[src/rtl/instr_mem_loader_if.sv]
// Byte-stream ingress and instruction-memory write bus of the boot loader.
// The upstream/testbench side uses master; the loader uses slave.
interface instr_mem_loader_if #(
  parameter int ADDRESS_WIDTH = 32,
  parameter int INSTR_WIDTH   = 32
);
  logic [7:0]               byte_data;
  logic                     byte_valid;
  logic                     byte_ready;
  logic                     wr_en;
  logic [ADDRESS_WIDTH-1:0] wr_addr;
  logic [INSTR_WIDTH-1:0]   wr_data;

  modport master (
    output byte_data, byte_valid,
    input  byte_ready, wr_en, wr_addr, wr_data
  );

  modport slave (
    input  byte_data, byte_valid,
    output byte_ready, wr_en, wr_addr, wr_data
  );
endinterface

[src/rtl/instr_mem_loader.sv]
// Boot loader: byte stream -> little-endian 32-bit words in instruction memory, then XOR checksum check.
// Write strobe one cycle after the 4th byte of a word; byte_ready only in LEN_LO/LEN_HI/DATA/CHECK, 1 byte/cycle peak.
module instr_mem_loader #(
  parameter int ADDRESS_WIDTH = 32,
  parameter int INSTR_WIDTH   = 32,
  parameter int N             = 32
) (
  input  logic                clk,
  input  logic                reset,
  input  logic                start,
  instr_mem_loader_if.slave   bus,
  output logic                busy,
  output logic                done,
  output logic                error,
  output logic [15:0]         words_loaded
);

  typedef enum logic [2:0] {
    IDLE, LEN_LO, LEN_HI, DATA, CHECK, DONE, ERROR
  } state_t;

  localparam logic [16:0] N_MAX = 17'(N);

  state_t      state, state_next;
  logic [15:0] len;
  logic [1:0]  byte_cnt;
  logic [23:0] word_buf;
  logic [7:0]  csum;

  logic        accept;
  logic        start_ok;
  logic        word_end;
  logic [15:0] len_in;
  logic [15:0] words_next;

  assign busy           = (state == LEN_LO) || (state == LEN_HI) || (state == DATA) || (state == CHECK);
  assign bus.byte_ready = busy;
  assign done           = (state == DONE);
  assign error          = (state == ERROR);

  assign accept     = bus.byte_valid && busy;
  assign start_ok   = start && ((state == IDLE) || (state == DONE) || (state == ERROR));
  assign word_end   = (state == DATA) && accept && (byte_cnt == 2'd3);
  assign len_in     = {bus.byte_data, len[7:0]};
  assign words_next = words_loaded + 16'd1;

  always_ff @(posedge clk or posedge reset) begin
    if (reset) begin
      state <= IDLE;
    end else begin
      state <= state_next;
    end
  end

  always_comb begin
    state_next = state;
    case (state)
      IDLE, DONE, ERROR: begin
        if (start) state_next = LEN_LO;
      end
      LEN_LO: begin
        if (accept) state_next = LEN_HI;
      end
      LEN_HI: begin
        if (accept) begin
          if ({1'b0, len_in} > N_MAX) state_next = ERROR;
          else if (len_in == 16'd0)   state_next = CHECK;
          else                        state_next = DATA;
        end
      end
      DATA: begin
        if (word_end && (words_next == len)) state_next = CHECK;
      end
      CHECK: begin
        if (accept) state_next = (bus.byte_data == csum) ? DONE : ERROR;
      end
      default: state_next = IDLE;
    endcase
  end

  always_ff @(posedge clk or posedge reset) begin
    if (reset) begin
      len          <= '0;
      byte_cnt     <= '0;
      word_buf     <= '0;
      csum         <= '0;
      words_loaded <= '0;
      bus.wr_en    <= 1'b0;
      bus.wr_addr  <= '0;
      bus.wr_data  <= '0;
    end else begin
      bus.wr_en <= 1'b0;
      if (start_ok) begin
        byte_cnt     <= '0;
        csum         <= '0;
        words_loaded <= '0;
      end
      if (accept) begin
        case (state)
          LEN_LO: begin
            len[7:0] <= bus.byte_data;
            csum     <= csum ^ bus.byte_data;
          end
          LEN_HI: begin
            len  <= len_in;
            csum <= csum ^ bus.byte_data;
          end
          DATA: begin
            csum     <= csum ^ bus.byte_data;
            byte_cnt <= byte_cnt + 2'd1;
            // Earlier bytes shift down so the first byte lands in bits 7:0.
            word_buf <= {bus.byte_data, word_buf[23:8]};
            if (byte_cnt == 2'd3) begin
              bus.wr_en    <= 1'b1;
              bus.wr_addr  <= ADDRESS_WIDTH'({words_loaded, 2'b00});
              bus.wr_data  <= INSTR_WIDTH'({bus.byte_data, word_buf});
              words_loaded <= words_next;
            end
          end
          default: ;
        endcase
      end
    end
  end

endmodule

[src/flat_wrapper.sv]
// flat-port wrapper written by rule: the top's interface ports become plain ports
module instr_mem_loader_flat 
#(
  parameter int ADDRESS_WIDTH = 32,
  parameter int INSTR_WIDTH   = 32,
  parameter int N             = 32
)
  (clk, reset, start, busy, done, error, words_loaded, bus_byte_data, bus_byte_valid, bus_byte_ready, bus_wr_en, bus_wr_addr, bus_wr_data);
  instr_mem_loader_if #(.ADDRESS_WIDTH(ADDRESS_WIDTH), .INSTR_WIDTH(INSTR_WIDTH)) bus_i ();
  input  logic clk;
  input  logic reset;
  input  logic start;
  output logic busy;
  output logic done;
  output logic error;
  output logic [15:0] words_loaded;
  input wire logic [$bits(bus_i.byte_data)-1:0] bus_byte_data;
  input wire logic [$bits(bus_i.byte_valid)-1:0] bus_byte_valid;
  output wire logic [$bits(bus_i.byte_ready)-1:0] bus_byte_ready;
  output wire logic [$bits(bus_i.wr_en)-1:0] bus_wr_en;
  output wire logic [$bits(bus_i.wr_addr)-1:0] bus_wr_addr;
  output wire logic [$bits(bus_i.wr_data)-1:0] bus_wr_data;
  assign bus_i.byte_data = bus_byte_data;
  assign bus_i.byte_valid = bus_byte_valid;
  assign bus_byte_ready = bus_i.byte_ready;
  assign bus_wr_en = bus_i.wr_en;
  assign bus_wr_addr = bus_i.wr_addr;
  assign bus_wr_data = bus_i.wr_data;
  instr_mem_loader #(.ADDRESS_WIDTH(ADDRESS_WIDTH), .INSTR_WIDTH(INSTR_WIDTH), .N(N)) u_core (.clk(clk), .reset(reset), .start(start), .bus(bus_i), .busy(busy), .done(done), .error(error), .words_loaded(words_loaded));
endmodule
[config.mk]
export PLATFORM = sky130hd
export DESIGN_NAME = instr_mem_loader_flat
export DESIGN_NICKNAME = d
export VERILOG_FILES = /design/src/rtl/instr_mem_loader_if.sv /design/src/rtl/instr_mem_loader.sv /design/src/flat_wrapper.sv
export SDC_FILE = /design/constraint.sdc
export NUM_CORES = 1
export LEC_CHECK = 0
export CORE_UTILIZATION = 40
export DETAILED_ROUTE_END_ITERATION = 10
export GPL_ROUTABILITY_DRIVEN = 0
export PLACE_DENSITY = 0.69
export SLEW_MARGIN = 20
export SYNTH_ARGS = -nofsm -noshare
export SYNTH_HDL_FRONTEND = slang
export SYNTH_SLANG_ARGS = --single-unit
export TNS_END_PERCENT = 1
[constraint.sdc]
create_clock -name clk -period 6.6 [get_ports clk]
set_clock_uncertainty 0.15 [all_clocks]
set_input_delay 0.99 -clock clk [delete_from_list [all_inputs] [get_ports clk]]
set_output_delay 0.99 -clock clk [all_outputs]
set_load 0.01 [all_outputs]
# After elaboration in Yosys (flattened, before gate mapping)

Index checks and enable logic that the tools add are counted.

$lt $le $gt $ge: 1
Add/sub/neg operators: 2
Mux-type cells: 22
Eq/ne operators: 14
Reductions and logical operators: 19
Bitwise gates (word level): 1

Operator list:

| kind                    | count |
|---|---|
| $mux W16                | 4 |
| $mux W8                 | 3 |
| $mux W3                 | 7 |
| $add A16 B1 Y16 const B | 1 |
| $eq A16 B16 Y1          | 1 |
| $gt A16 B6 Y1 const B   | 1 |
| $logic_not A16 Y1       | 1 |
| $pmux W3 S5             | 1 |
| $eq A3 B3 Y1 const B    | 3 |
| $eq A8 B8 Y1            | 1 |
| $mux W2                 | 4 |
| $xor A8 B8 Y8           | 1 |
| $eq A3 B2 Y1 const B    | 2 |
| $ne A2 B1 Y1 const B    | 3 |
| $reduce_and A2 Y1       | 3 |
| $reduce_or A3 Y1        | 2 |
| $logic_and A1 B1 Y1     | 5 |
| $logic_or A1 B1 Y1      | 5 |
| $reduce_and A5 Y1       | 1 |
| $ne A2 B2 Y1 const B    | 2 |
| $eq A3 B1 Y1 const B    | 1 |
| $logic_not A3 Y1        | 1 |
| $mux W1                 | 3 |
| $reduce_and A3 Y1       | 1 |
| other kinds (2)         | 2 |

Input port bits: 12
Flip-flop bits (word level): 118

# Longest topological paths before layout

Gate-level depths: netlist of the first run.

Depth after elaboration: 10
Depth in mapped cells: 9
Mapped depth without buffers: 7

# Worst setup path after synthesis of the first run

No wires, ideal clock.

Path kind: input-to-reg
Start point: in bus_byte_valid
End point: reg u_core.state[0]
Library setup time: 0.131 ns
Required time: 6.319 ns
Arrival time: 2.131 ns
Path slack: 4.189 ns
Stages: 7
Cells stage by stage: and4b_1 buf_4 nand4_1 a311oi_1 nand4_1 nor4_2 o21ai_0

Longest elaborated chain between the ends: 6
Elaborated cells between the ends (all ways): 9
Classes of those cells: 4 x eq/ne; 5 x reduce/logical

RTL lines:

| item                             | RTL line               | RTL |
|---|---|---|
| start: declaration               | flat_wrapper.sv:18     | `input wire logic [$bits(bus_i.byte_valid)-1:0] bus_byte_valid;` |
| $logic_and A1 B1 Y1 (*)          | instr_mem_loader.sv:41 | `assign accept = bus.byte_valid && busy;` |
| $logic_and A1 B1 Y1 (2 in a row) | instr_mem_loader.sv:43 | `assign word_end = (state == DATA) && accept && (byte_cnt == 2'd3);` |
| $logic_and A1 B1 Y1              | instr_mem_loader.sv:72 | `if (word_end && (words_next == len)) state_next = CHECK;` |
| $ne A2 B2 Y1 (no line)           | --                     |  |
| $reduce_and A5 Y1 (no line) (*)  | --                     |  |
| end signal: assignment           | instr_mem_loader.sv:51 | `state <= state_next;` |
| end: declaration                 | instr_mem_loader.sv:24 | `state_t state, state_next;` |

Every way passes the cells marked *; elsewhere a longest branch is shown, timed or not.
A chain may end at the register's enable or synchronous reset.

# Final worst setup path of the first run

Start point: in bus_byte_valid
End point: reg u_core.words_loaded[5]

Longest elaborated chain between the ends: 2

RTL lines:

| item                   | RTL line                | RTL |
|---|---|---|
| $logic_and A1 B1 Y1    | instr_mem_loader.sv:41  |  |
| $mux W16               | instr_mem_loader.sv:98  | `if (accept) begin` |
| end signal: assignment | instr_mem_loader.sv:117 | `words_loaded <= words_next;` |
| end: declaration       | instr_mem_loader.sv:15  | `output logic [15:0] words_loaded` |

No other way between the ends.

==> qor.yml, run 1 <==
crit_start: "bus_byte_valid"
clockBufferDepth: 2
most-common-layout-cells: "nand2_1, dfrtp_1, clkdlybuf4s50_1"
drive_gt1_frac: 0.09233
h-tree-depth: 4
dieArea_um2: 14720
sequentialPowerShare: 0.397
synthesis.area_um2: 5694
fp.dieW_um: 121.3
ys_types: 55
cts_setup_buffers: 0
core_um2: 13880
synth_seq_cells: 118
grt_antenna_before_repair: 1
synth.avg_cell_area_um2: 9.038
ys.flop_type: "dfrtp_1"
hp-class: "register to register"
grt_max_degree: 74
maxSlewHeadroom: 0.2653
ios: 97
clk_pin_slew_ns: 0.06
cp_cell_sequence: "clkdlybuf4s50_1 > and4b_1 > nand2_2 > buf_4 > inv_2 > nor2_1 > o21ai_0 > o31ai_1"
netSwitchingFraction: 0.3202
path_depth: 8
drt_iter0_markers: 263
p_int_mw: 2.013
tightest_slew_ns: 1.101
syn_to_final_growth_pct: 24.30
arrival_ns: 4.51
setup_viol: 0
min_period_ns: 4.384
layout_commonest_cell: "nand2_1"
power_per_cell_area_nw_per_um2: 418.5
cts_resized: 0
end_kind: "register"
postRouteAntennaNets: 0
endpoint: "u_core.words_loaded[5]"
fin_crit_sh: 0.6642
worst_path_dominant_cell_family: "buffers and inverters"
clock-sinks: 118
grt_pass1_wl_um: 22170
path_class: "input port to register"
grt_use_total: 0.1941
critPathLaunchType: "input port"
drcViolationCount: 0
seq_area_um2: 2953
r2r_cells: 7
rsz0062_at_grt: "no"
cts_hold_buf: 0
drv_slew: 0
rows: 43
yosysSeqAreaShare: 0.5186
multi_input_area_um2: 2436
drv_cap: 0
insertion_delay_ns: 0.42
cpPeakStageDelay_ns: 0.94
p_clk_frac: 0.323
p_leak_nw: 3.296
grt_pass1_vias: 4498
place_hpwl_um: 8698
status: "finished clean"
port-buffer-count: 80
rr_startpoint: "u_core.state[0]"
clockRootBuffer: "clkbuf_16"
grt_overflow_total: 0
hold-worst-slack_ns: 0.3206
critPathBufInv: 3
max_freq_mhz: 228.1
p_sw_mw: 0.9486
dr.pass1.iters: 5
wl_um: 13300
via_count: 4561
r2r_slack_ns: 2.67
numCtsBuffers: 17
ys_warn_count: 0
synth_edf_count: 0
p_comb_frac: 0.281
syn_inst: 630
crit_slowest_cell: "and4b_1"
start_util: 0.4102
finalSetupTns_ns: 0
ys_async_sr_fraction: 1.000
reg2reg_to: "u_core.words_loaded[5]"
crit_fanout: 73
max-vdd-ir-drop_mv: 0.2587
viasPerCell: 5.154
detail_route.wl_per_cell_um: 15.02
tritoncts: "built"
chipHeight_um: 121.3
fill_cells: 1288
min-delay-start: "u_core.bus.wr_addr[16]"
hold_viol: 0
fin_nets: 705
critPathRequiredTime_ns: 6.73
## worst reg2reg max path, cell delays in order, from the launching register on
cell     delay (ns)
dfrtp_1        0.59
and4b_1        1.00
nand2_2        0.09
buf_4          0.35
inv_2          0.83
nor2_1         0.41
o21ai_0        0.28
o31ai_1        0.10
## through the flow
| stage | instances | power [mW] | setup slack, ns | area [µm²] | util |
|---|---|---|---|---|---|
| 2_1_floorplan | 645 | 1.684 | 2.331 | 5751 | - |
| 3_3_place_gp | 852 | 1.974 | 2.005 | 6459 | 0.4653 |
| 3_5_place_dp | 852 | 2.012 | 1.826 | 6459 | 0.4653 |
| 4_1_cts | 884 | 2.975 | 2.244 | 7076 | 0.5097 |
| 5_1_grt | 884 | 3.133 | 1.845 | 7076 | 0.5097 |
| 6_report | 885 | 2.962 | 2.216 | 7078 | 0.5099 |
## worst min-delay path by stage
stage                                   endpoint  slack [ns]  cells past startpoint
after CTS                 u_core.bus.wr_addr[16]        0.33                      2
after detailed placement  u_core.bus.wr_addr[16]        0.31                      2
after global routing       u_core.bus.wr_addr[9]        0.34                      2
after global placement    u_core.bus.wr_addr[10]        0.31                      2
after floorplan            u_core.bus.wr_data[0]        0.29                      2
final                     u_core.bus.wr_addr[16]        0.32                      2
## state kept, by name, indices dropped and copies added (netlist names)
register             count
u_core.bus.wr_addr      16
u_core.bus.wr_data      32
u_core.bus.wr_en         1
u_core.byte_cnt          2
u_core.csum              8
u_core.len              16
u_core.state             3
u_core.word_buf         24
u_core.words_loaded     16
## layout make-up
type / count / share of cell area
Clock buffer: 20 / 0.06594
Sequential cell: 118 / 0.4172
Timing Repair Buffer: 83 / 0.1163
Multi-Input combinational cell: 466 / 0.3442
Tap cell: 180 / 0.03182
Inverter: 5 / 0.003005
Antenna cell: 1 / 0.0003535
Clock inverter: 12 / 0.02121
## logic make-up (layout without fill, tap and decap cells)
group / count (synthesis) / after routing / synth area share
other: 1 / 17 / 0.0006586
multiplexers: 16 / 16 / 0.03142
adder cells (fa/ha/maj): 2 / 2 / 0.004394
flip-flops: 118 / 118 / 0.5186
AO/OA/AOI/OAI: 80 / 80 / 0.08328
AND/OR/NAND/NOR: 319 / 319 / 0.2470
buffers and inverters: 61 / 120 / 0.06394
XOR/XNOR: 33 / 33 / 0.05076
## Yosys cell counts (all sizes together) (4+ instances only)
cell type | count | area [µm²]
nand2 | 244 | 915.9
dfrtp | 118 | 2953
o21ai | 48 | 240.2
buf | 36 | 270.3
nor2 | 24 | 90.09
xnor2 | 24 | 210.2
clkbuf | 20 | 75.07
mux2 | 15 | 168.9
nand4 | 9 | 77.57
nor4 | 9 | 90.09
xor2 | 9 | 78.83
nand3 | 8 | 50.05
a21oi | 6 | 30.03
inv | 5 | 18.77
o31ai | 5 | 37.54
nor3b | 4 | 35.03
o21a | 4 | 30.03
## power groups by stage
| stage | logic (mW) | clock network (mW) | registers [mW] |
|---|---|---|---|
| after floorplan | 0.532 | 0 | 1.15 |
| after global placement | 0.803 | 0 | 1.17 |
| after detailed placement | 0.829 | 0 | 1.18 |
| after CTS | 0.838 | 0.962 | 1.17 |
| after global routing | 0.924 | 1.00 | 1.21 |
| final | 0.831 | 0.956 | 1.18 |
## metal layers
metal	track usage	up-vias	part of all wire
li1	-	2175	-
met1	0.2551	2206	0.46
met2	0.3043	165	0.47
met3	0.05404	15	0.059
met4	0.07022	0	0.011
met5	0	-	0
No activity file was read; power rests on OpenSTA's default activity.
==> inputs of run 2 (changes only) <==
==> constraint.sdc (replaced) <==
create_clock -name clk -period 4.2 [get_ports clk]
set_clock_uncertainty 0.15 [all_clocks]
set_input_delay 0.63 -clock clk [delete_from_list [all_inputs] [get_ports clk]]
set_output_delay 0.63 -clock clk [all_outputs]
set_load 0.01 [all_outputs]
==> run 2 against run 1 <==
Net effect: first-iteration DRC count is 24% higher; routed wire length is 1.1% higher; die area stayed put; utilization is 0.16 points lower; total power is 54% higher; final cell count is 0.11% higher; clock-buffer cell count is 3 higher.
==> qor.yml, run 2 (synthesis gave the netlist of run 1 again) <==
status: "finished clean"  # unchanged
grt_max_degree: 76  # was 74
min_period_ns: 2.800
drcViolationCount: 0  # unchanged
clock-sinks: 118  # unchanged
path_class: "register to register"  # was input port to register
fin_util: 0.5083  # was 0.5099
most-common-layout-cells: "nand2_1, dfrtp_1, clkdlybuf4s50_1"  # unchanged
p_leak_nw: 3.294  # was 3.296 nW
ios: 97  # unchanged
core_um2: 13880  # unchanged
rsz0062_at_grt: "no"  # unchanged
critPathLaunchType: "register"  # was input port
detail_route.wl_per_cell_um: 15.17  # was 15.02 µm
port-buffer-count: 80  # unchanged
drive_gt1_frac: 0.08924  # was 0.09233
grt_pass1_wl_um: 22410  # was 22,170 µm
critPathRequiredTime_ns: 4.32  # was 6.73 ns
layout_commonest_cell: "nand2_1"  # unchanged
wl_met2_um: 6418  # was 6270 µm
diodes: 0  # was 1
start_util: 0.4102  # unchanged
hold_viol: 0  # unchanged
crit_fanout: 9  # was 73
insertion_delay_ns: 0.42  # about the same
cts_resized: 0  # unchanged
fp.dieW_um: 121.3  # unchanged
postRouteAntennaNets: 0  # unchanged
grt_use_total: 0.1978  # was 0.1941
h-tree-depth: 4  # unchanged
clk_pin_slew_ns: 0.05  # was 0.06 ns
numCtsBuffers: 17  # unchanged
place_hpwl_um: 8918  # was 8698 µm
fin_nets: 707  # was 705
arrival_ns: 2.92  # was 4.51 ns
drt_iter0_markers: 325  # was 263
power_per_cell_area_nw_per_um2: 647.7  # was 418.5 nW/µm²
max_freq_mhz: 357.1
wl_um: 13440  # was 13,300 µm
dr.pass1.iters: 5  # unchanged
reg_top3: "u_core.bus.wr_data x32, u_core.word_buf x24"  # unchanged
dieArea_um2: 14720  # unchanged
wl_met3_um: 686  # was 784 µm
maxSlewHeadroom: 0.3515  # was 0.2653
drv_cap: 0  # unchanged
fin_crit_sh: 0.6668
drt-met1-wl_um: 6050  # was 6093 µm
clockRootBuffer: "clkbuf_16"  # unchanged
regMostFlops: "u_core.bus.wr_data"  # unchanged
hp-class: "register to register"  # unchanged
max-vdd-ir-drop_mv: 0.3571  # was 0.2587 mV
cts_setup_buffers: 0  # unchanged
finalSetupTns_ns: 0  # unchanged
syn_to_final_growth_pct: 23.91  # was 24.30%
grt_antenna_before_repair: 0  # was 1
setup_viol: 0  # unchanged
routed.top_layer: "met4"  # unchanged
rows: 43  # unchanged
tritoncts: "built"  # unchanged
tightest_slew_ns: 0.9701  # was 1.101 ns
cts_hold_buf: 0  # unchanged
end_kind: "register"  # unchanged
viasPerCell: 5.087  # was 5.154
hold-worst-slack_ns: 0.3225  # was 0.3206 ns
grt_overflow_total: 0  # unchanged
chipHeight_um: 121.3  # unchanged
grt_pass1_vias: 4484  # was 4,498
largest_reg_flops: 32  # unchanged
drv_slew: 0  # unchanged
via_count: 4507  # was 4,561
clockBufferDepth: 2  # unchanged
==> run 2: cell types whose count changed in the layout (fill, tap and decap cells not counted), sizes merged <==
cell	previous run	this run
clkinv	5	6
inv	6	5
diode	1	0
buf	3	5
clkbuf	20	23
clkinvlp	3	1
bufinv	3	2
==> run 2: power by group <==
part	total, mW	internal [mW]	switching (mW)
combinational	1.32	0.675	0.646
sequential	1.86	1.52	0.339
clock	1.39	0.898	0.495
total	4.57	3.09	1.48
==> run 2: through the flow <==
step / power (mW) / worst slack [ns] / cell area [µm²] / instances
after global placement: 3.110 / 1.272 / 6486 / 854
after floorplan: 2.647 / 0.2909 / 5751 / 645
after detailed placement: 3.182 / 1.092 / 6486 / 854
final: 4.570 / 1.400 / 7056 / 886
after global routing: 4.852 / 1.163 / 7056 / 886
after CTS: 4.594 / 1.373 / 7056 / 886
==> run 2: critical path, cell delays in order (launching register included) <==
cell,delay (ns)
dfrtp_1,0.58
ha_1,0.38
nand3_2,0.24
nor4_1,0.43
xnor2_1,0.21
xnor2_1,0.13
nor4_2,0.37
o21ai_0,0.17
==> run 2: cell type report <==
cell class / instances / area, µm²
Fill cell: 1287 / 6825
Sequential cell: 118 / 2953
Multi-Input combinational cell: 466 / 2436
Timing Repair Buffer: 85 / 850.8
Clock buffer: 23 / 467.9
Tap cell: 180 / 225.2
Clock inverter: 9 / 101.3
Inverter: 5 / 21.27
==> run 2: metal layers <==
layer / up-vias / global-route usage
met5: - / 0
met4: 0 / 0.08256
met3: 21 / 0.05028
met2: 140 / 0.3111
met1: 2181 / 0.2579
li1: 2165 / -
==> run 2: final timing paths <==
path,startpoint,endpoint,slack [ns],cells after the start
setup / recovery,u_core.words_loaded[0],u_core.state[1],1.40,7
hold / removal,u_core.bus.wr_data[22],u_core.bus.wr_data[22],0.32,2
setup reg to reg,u_core.words_loaded[0],u_core.state[1],1.40,7
hold reg to reg,u_core.bus.wr_data[22],u_core.bus.wr_data[22],0.32,2
max in group asynchronous,reset,u_core.len[4],2.52,3
min in group asynchronous,reset,u_core.bus.wr_data[6],0.64,2
